**src/rtl/pc_seq_ctrl.sv**
```systemverilog
// Next-PC select and front-end hazard sequencer: redirects, load-use stalls, fetch wait, deferred redirect.
// Optional PCCTRL_STATS_EN adds saturating stall_cnt / flush_cnt counters.
module pc_seq_ctrl #(
  parameter logic [31:0] RESET_PC        = 32'h0000_3000,
  parameter int unsigned LOAD_USE_CYCLES = 1
) (
  input  logic        clock,
  input  logic        reset,
  input  logic [31:0] pc,
  input  logic        imem_ready,
  input  logic        j_valid,
  input  logic [31:0] j_target,
  input  logic        br_taken,
  input  logic [31:0] br_target,
  input  logic        load_use,
  output logic [31:0] npc,
  output logic        pc_nwrite,
  output logic        ifid_nwrite,
  output logic        flush_ifid,
  output logic        flush_idex,
  output logic        flush_exmem
`ifdef PCCTRL_STATS_EN
  ,
  output logic [15:0] stall_cnt,
  output logic [15:0] flush_cnt
`endif
);

  typedef enum logic [1:0] {
    RUN   = 2'd0,
    STALL = 2'd1,
    PEND  = 2'd2
  } state_e;

  localparam logic [31:0] ALIGN_MASK = 32'hFFFF_FFFC;
  localparam logic [3:0]  LU_RELOAD  = 4'(LOAD_USE_CYCLES - 1);

  state_e      state_q, state_d;
  logic [3:0]  cnt_q, cnt_d;
  logic [31:0] redir_q, redir_d;
  logic [31:0] pc_plus4_s;
  logic [31:0] br_tgt_s;
  logic [31:0] j_tgt_s;

  assign pc_plus4_s = (pc + 32'd4) & ALIGN_MASK;
  assign br_tgt_s   = br_target & ALIGN_MASK;
  assign j_tgt_s    = j_target & ALIGN_MASK;

  // Next-state and combinational output decode; reset forces a quiet, non-writing cycle.
  always_comb begin
    state_d     = state_q;
    cnt_d       = cnt_q;
    redir_d     = redir_q;
    npc         = pc_plus4_s;
    pc_nwrite   = 1'b1;
    ifid_nwrite = 1'b1;
    flush_ifid  = 1'b0;
    flush_idex  = 1'b0;
    flush_exmem = 1'b0;
    if (reset) begin
      state_d = RUN;
      cnt_d   = 4'd0;
      redir_d = 32'd0;
      npc     = RESET_PC & ALIGN_MASK;
    end else begin
      case (state_q)
        RUN: begin
          if (br_taken || j_valid) begin
            flush_ifid = 1'b1;
            if (br_taken) begin
              flush_idex  = 1'b1;
              flush_exmem = 1'b1;
            end else begin
              flush_idex  = 1'b0;
            end
            if (imem_ready) begin
              npc       = br_taken ? br_tgt_s : j_tgt_s;
              pc_nwrite = 1'b0;
            end else begin
              redir_d = br_taken ? br_tgt_s : j_tgt_s;
              state_d = PEND;
            end
          end else if (load_use) begin
            flush_idex = 1'b1;
            if (LOAD_USE_CYCLES > 1) begin
              cnt_d   = LU_RELOAD;
              state_d = STALL;
            end else begin
              state_d = RUN;
            end
          end else if (!imem_ready) begin
            // ID re-sees the same instruction next cycle, so squash what it issues now.
            flush_idex = 1'b1;
          end else begin
            pc_nwrite   = 1'b0;
            ifid_nwrite = 1'b0;
          end
        end
        STALL: begin
          flush_idex = 1'b1;
          if (br_taken) begin
            flush_ifid  = 1'b1;
            flush_exmem = 1'b1;
            cnt_d       = 4'd0;
            if (imem_ready) begin
              npc       = br_tgt_s;
              pc_nwrite = 1'b0;
              state_d   = RUN;
            end else begin
              redir_d = br_tgt_s;
              state_d = PEND;
            end
          end else begin
            cnt_d = cnt_q - 4'd1;
            if (cnt_q <= 4'd1) begin
              state_d = RUN;
            end else begin
              state_d = STALL;
            end
          end
        end
        PEND: begin
          flush_ifid = 1'b1;
          if (imem_ready) begin
            npc       = redir_q;
            pc_nwrite = 1'b0;
            state_d   = RUN;
          end else begin
            state_d = PEND;
          end
        end
        default: begin
          state_d = RUN;
          cnt_d   = 4'd0;
        end
      endcase
    end
  end

  // Sequencer state registers.
  always_ff @(posedge clock) begin
    state_q <= state_d;
    cnt_q   <= cnt_d;
    redir_q <= redir_d;
  end

`ifdef PCCTRL_STATS_EN
  logic [15:0] stall_cnt_q;
  logic [15:0] flush_cnt_q;

  function automatic logic [15:0] sat_inc(input logic [15:0] v);
    return (v == 16'hFFFF) ? v : v + 16'd1;
  endfunction

  // Saturating event counters; the reset cycle itself is never counted as a stall.
  always_ff @(posedge clock) begin
    if (reset) begin
      stall_cnt_q <= 16'd0;
      flush_cnt_q <= 16'd0;
    end else begin
      if (pc_nwrite) begin
        stall_cnt_q <= sat_inc(stall_cnt_q);
      end
      if (flush_ifid) begin
        flush_cnt_q <= sat_inc(flush_cnt_q);
      end
    end
  end

  assign stall_cnt = stall_cnt_q;
  assign flush_cnt = flush_cnt_q;
`endif

endmodule
```
**config.mk**
```make
export PLATFORM = sky130hd
export DESIGN_NAME = pc_seq_ctrl
export DESIGN_NICKNAME = d
export VERILOG_FILES = /design/src/rtl/pc_seq_ctrl.sv
export SDC_FILE = /design/constraint.sdc
export NUM_CORES = 1
export LEC_CHECK = 0
export ABC_AREA = 1
export BUFFER_PORTS_ARGS = -buffer_cell sky130_fd_sc_hd__buf_4
export CORE_MARGIN = 4
export CORE_UTILIZATION = 35
export CTS_CLUSTER_DIAMETER = 60
export DETAILED_ROUTE_END_ITERATION = 16
export PLACE_DENSITY_LB_ADDON = 0.12
export SYNTH_ARGS = -nofsm -noshare
export SYNTH_HDL_FRONTEND = slang
export SYNTH_SLANG_ARGS = --single-unit
```
**constraint.sdc**
```tcl
create_clock -name clock -period 1.5 [get_ports clock]
set_input_delay 0 -clock clock [delete_from_list [all_inputs] [get_ports clock]]
set_output_delay 0 -clock clock [all_outputs]
set_load 0.005 [all_outputs]
```
# Yosys cells after proc, flatten, opt, wreduce, memory -nomap -nowiden
# Cells that the tools add are included.
totals:
  regBits: 38
  word_cells: 61
classes:
  add_sub_neg: 2
  reduce_logical: 6
  n_lt_le_gt_ge: 1
  mux: 41
  eq_ne: 8
ops:
  columns: ["cell", "n"]
  rows:
  - ["$mux 32", 11]
  - ["$pmux 32 s3", 1]
  - ["$pmux 32 s2", 1]
  - ["$add 32x3->32 const B", 1]
  - ["$mux 1", 16]
  - ["$mux 2", 5]
  - ["$ne 2x2->1 const B", 4]
  - ["$pmux 4 s2", 1]
  - ["$ne 3x3->1 const B", 2]
  - ["$pmux 1 s3", 2]
  - ["$pmux 2 s3", 1]
  - ["$reduce_and 5->1", 1]
  - ["$le 4x1->1 const B", 1]
  - ["$mux 4", 1]
  - ["$pmux 1 s2", 2]
  - ["$sub 4x1->4 const B", 1]
  - ["$eq 2x1->1 const B", 1]
  - ["$eq 2x2->1 const B", 1]
  - ["$logic_not 2->1", 1]
  - ["$reduce_and 2->1", 1]
  - ["$reduce_bool 2->1", 1]
  - ["$reduce_or 2->1", 1]
  - ["$logic_or 1x1->1", 1]

# Logic depth before layout (Yosys ltp)
depth:
  depth_word: 5
  ltp_mapped: 11
  depth_no_buf: 11

# Least setup slack after synthesis
# OpenSTA, ideal clock, no wires.
synth_path:
  path_kind: "register to register"
  from: "register state_q[1]"
  to: "register redir_q[23]"
  required_time_ns: 1.381
  slack_ns: 0.150
  path_stages_with_launch: 10
  n_path_buf: 2
  arrival_ns: 1.231
  cell_sequence: "dfxtp_1 inv_2 nand2_2 inv_2 buf_6 buf_2 nand2_1 o21ai_0 o21ai_1 a21oi_1"
synth_via:
  elab_chain_len: 3
  elab_cells_between_ends: 9
synth_rtl:
  columns: ["item", "line", "source"]
  rows:
  - ["start, declared", "38", "state_e state_q, state_d;"]
  - ["start signal, assigned", "142", "state_q <= state_d;"]
  - ["$eq 2x1->1 / $logic_not 2->1 (equally long branches)", "66", "case (state_q)"]
  - ["$ne 2x2->1 (no line) / $reduce_bool 2->1 (equally long branches)", null, null]
  - ["$reduce_and 5->1 (no line)", null, null]
  - ["end signal, assigned", "144", "redir_q <= redir_d;"]
  - ["end, declared", "40", "logic [31:0] redir_q, redir_d;"]
# Several ways; a longest one is shown, not always the timed one.
# A chain may end at the register's enable or synchronous reset.

# Worst setup path after layout
layout_path:
  from: "register state_q[0]"
  to: "output port npc[18]"
layout_via:
  elab_chain_len: 3
  elab_cells_between_ends: 5
layout_rtl:
  columns: ["item", "line", "source"]
  rows:
  - ["$eq 2x2->1 (tied with other cells)", "66", null]
  - ["$pmux 32 s3 (*)", "66", null]
  - ["$mux 32 (*)", "60", "if (reset) begin"]
  - ["end, declared", "16", "output logic [31:0] npc,"]
# Every way passes the cells marked *; elsewhere a longest branch is shown, timed or not.

==> results.yml <==
run_status:
  outcome: "complete, but fails checks"
  violations: "setup timing"
placed_design:
  placed_area_um2: 5553
  post-place-ws_ns: -0.1994
  place.port_buffers: 130
  gp_congestion: 0.9725
  dp_hpwl_um: 12950
  dpl.cell_count: 996
sta:
  finalHoldViolCount: 0
  fin_worst_skew_ns: 0.006888
  rsz0062_at_grt: "true"
  fin_ws_ns: -0.3723
  max_freq_mhz: 534.1
  finalSetupViolCount: 62
  post-route-period-util_pct: 124.8
  setup-tns-final_ns: -16.40
  min_period_ns: 1.872
  slew_viol_final: 0
layout:
  diodes: 0
  nets: 1010
  drive_above_1_share_pct: 44.75
  instances_no_fill: 1045
  final_area_um2: 7013
  area_delta_synth_final_pct: 78.79
clock_tree:
  cts.sinks: 36
  cts_buffers: 5
  clk_pin_slew_ns: 0.08
  cts_root_buf: "clkbuf_8"
  clk_latency_ns: 0.30
  holdBufCountCts: 0
  cts_buffer_depth: 2
  htree_num_levels: 2
  cts_tree: "built"
route:
  drc: 0
  firstDrtPassIters: 6
  vias: 5738
  drt_iter0_drc: 517
  viasPerCell: 5.491
  ant_nets: 0
  drt_wl_total_um: 19510
  post_drt_wl_per_cell_um: 18.67
floorplan:
  initial_core_util_pct: 36.03
  die-width_um: 113.9
  die_height_um: 113.9
  io_pins: 139
  rows: 38
  core_um2: 10890
  die_area_um2: 12970
global_routing:
  grt_overflow: 0
  grt_max_degree: 49
  antenna_found_initial: 0
  grtUsageTotal_pct: 27.25
  grt_pass1_vias: 5548
  grt_pass1_wl_um: 28260
hold_path:
  hp-class: "primary input to register"
yosys:
  netlist_area_um2: 3923
  synth-seq-area-share_pct: 18.37
  yosys_warnings: 0
  yosysUniqueCellTypes: 39
  ys_seq_elements: 36
  postSynthCellCount: 688
  syn_area_per_cell_um2: 5.701
power_and_ir_drop:
  max-vdd-ir-drop_v: 0.0003880
  leakagePower_nw: 3.175
  powerDensity_nw_per_um2: 539.5
run:
  cap_viol_max_count: 0
critical_path:
  crit_type: "register to output port"
  end_kind: "output port"
  critPathMaxFanout: 5
  cp-start-kind: "register"
  critPathArrivalTime_ns: 1.87
  worst_ep_required_time_ns: 1.50
## registers in the layout, summed over array words and instances, names as in the netlist
signal / count
cnt_q: 4
redir_q: 30
state_q: 2
## report_power, final
group          total (mW)  leakage (nW)  internal [mW]  switching [mW]
logic                2.01          2.84          0.985            1.03
registers            1.07         0.298           1.04          0.0295
clock network       0.701        0.0410          0.317           0.384
## layout make-up
class | instances | area (um^2)
clock buffer | 6 | 72.57
clock inverter | 1 | 5.005
fill | 970 | 3875
inverter | 81 | 329.1
multi-input combinational | 538 | 3361
sequential | 36 | 723.2
tap | 140 | 175.2
timing repair buffer | 242 | 2338
timing repair inverter | 1 | 8.758
## cells in the final DEF, fill, tap and decap left out, types with 3 or more instances in the layout
cell and count:
nand3_1 30, nor3_1 8, inv_1 70, a21oi_1 13, a21oi_4 3, a21oi_2 28, o22ai_1 16, clkbuf_16 4
mux2i_1 24, xor2_1 8, nor2_1 65, nor2_4 11, buf_12 16, o21ai_1 37, buf_16 6, buf_6 25
o211ai_1 4, o21ai_2 37, o21ai_0 31, nand2_2 12, nand2_4 10, o21ai_4 4, o22ai_2 9, nand4_1 3
o31ai_1 3, xnor2_1 6, clkbuf_8 5, inv_2 6, nor2_2 17, ha_1 3, buf_4 187, nand2_1 135
dfxtp_1 34
## what timing repair did
action | 4_1_cts | 5_1_grt
setup buffers | 18 | 17
gates resized for setup | 112 | 125
pin swaps | 31 | 40
cloned | 11 | 4
setup endpoints to repair | 63 | 63
## worst paths after layout
path / startpoint / slack [ns] / to / cells after the start
min reg2reg: redir_q[10]$_SDFFE_PP0P_ / 0.45 / redir_q[10]$_SDFFE_PP0P_ / 2
max reg2reg: state_q[0]$_SDFFE_PP0P_ / -0.32 / redir_q[29]$_SDFFE_PP0P_ / 11
min: reset / 0.06 / cnt_q[0]$_SDFFE_PP0N_ / 3
max: state_q[0]$_SDFFE_PP0P_ / -0.37 / npc[18] / 10
## synth_stat cells, drive strengths merged
cell	instances	area (um^2)
and2	2	12.51
nor4	1	6.260
nor2	93	386.6
xnor2	6	52.55
dfxtp	36	720.7
o31ai	4	30.03
a31oi	2	12.51
o22ai	26	162.7
mux2i	24	240.2
clkbuf	12	45.04
nand4	3	18.77
and3	1	6.260
nand3b	1	7.510
o2bb2ai	1	8.760
conb	1	3.750
nand2	157	596.8
inv	81	304.0
o211ai	5	42.54
or2	2	12.51
o2111ai	1	8.760
nand3	32	160.2
o21a	1	7.510
ha	3	37.54
buf	22	146.4
a211oi	1	7.510
nor3	9	45.04
o21ai	109	545.5
xor2	8	70.07
a21oi	44	224.0
## layer usage
metal	wire [um]	global-route usage, %	part of all wire (%)
met1	7999	37.29	41
met2	9143	44.09	47
met3	1731	4.350	8.9
met4	631	8.393	3.2
met5	0	0	0
## worst max-delay path, cell delays in order (launching register included)
cell and delay [ns]:
dfxtp_2 0.33, buf_6 0.12, nor2_4 0.18, inv_2 0.08, a21oi_4 0.15, nand2_2 0.10, nand2_4 0.13, inv_4 0.06
o211ai_1 0.15, nand2_1 0.11, buf_4 0.15
## through the flow
step	power (mW)	hold slack (ns)	util (%)
after floorplan	1.728	0.02765	-
after global placement	2.428	0.3044	51.00
after detailed placement	2.446	0.3065	51.00
after CTS	3.472	0.05223	58.76
after global routing	3.939	0.07074	64.41
final	3.783	0.06028	64.41
## logic make-up after synthesis
kind of cell | Yosys count | synth area share (%)
compound gates | 194 | 26.76
xor+xnor | 14 | 3.126
fa+ha+maj | 3 | 0.9570
buf+inv | 115 | 12.63
flops | 36 | 18.37
mux | 24 | 6.124
other cells | 1 | 0.09560
simple gates | 301 | 31.93
(Power assumes the default switching activity.)
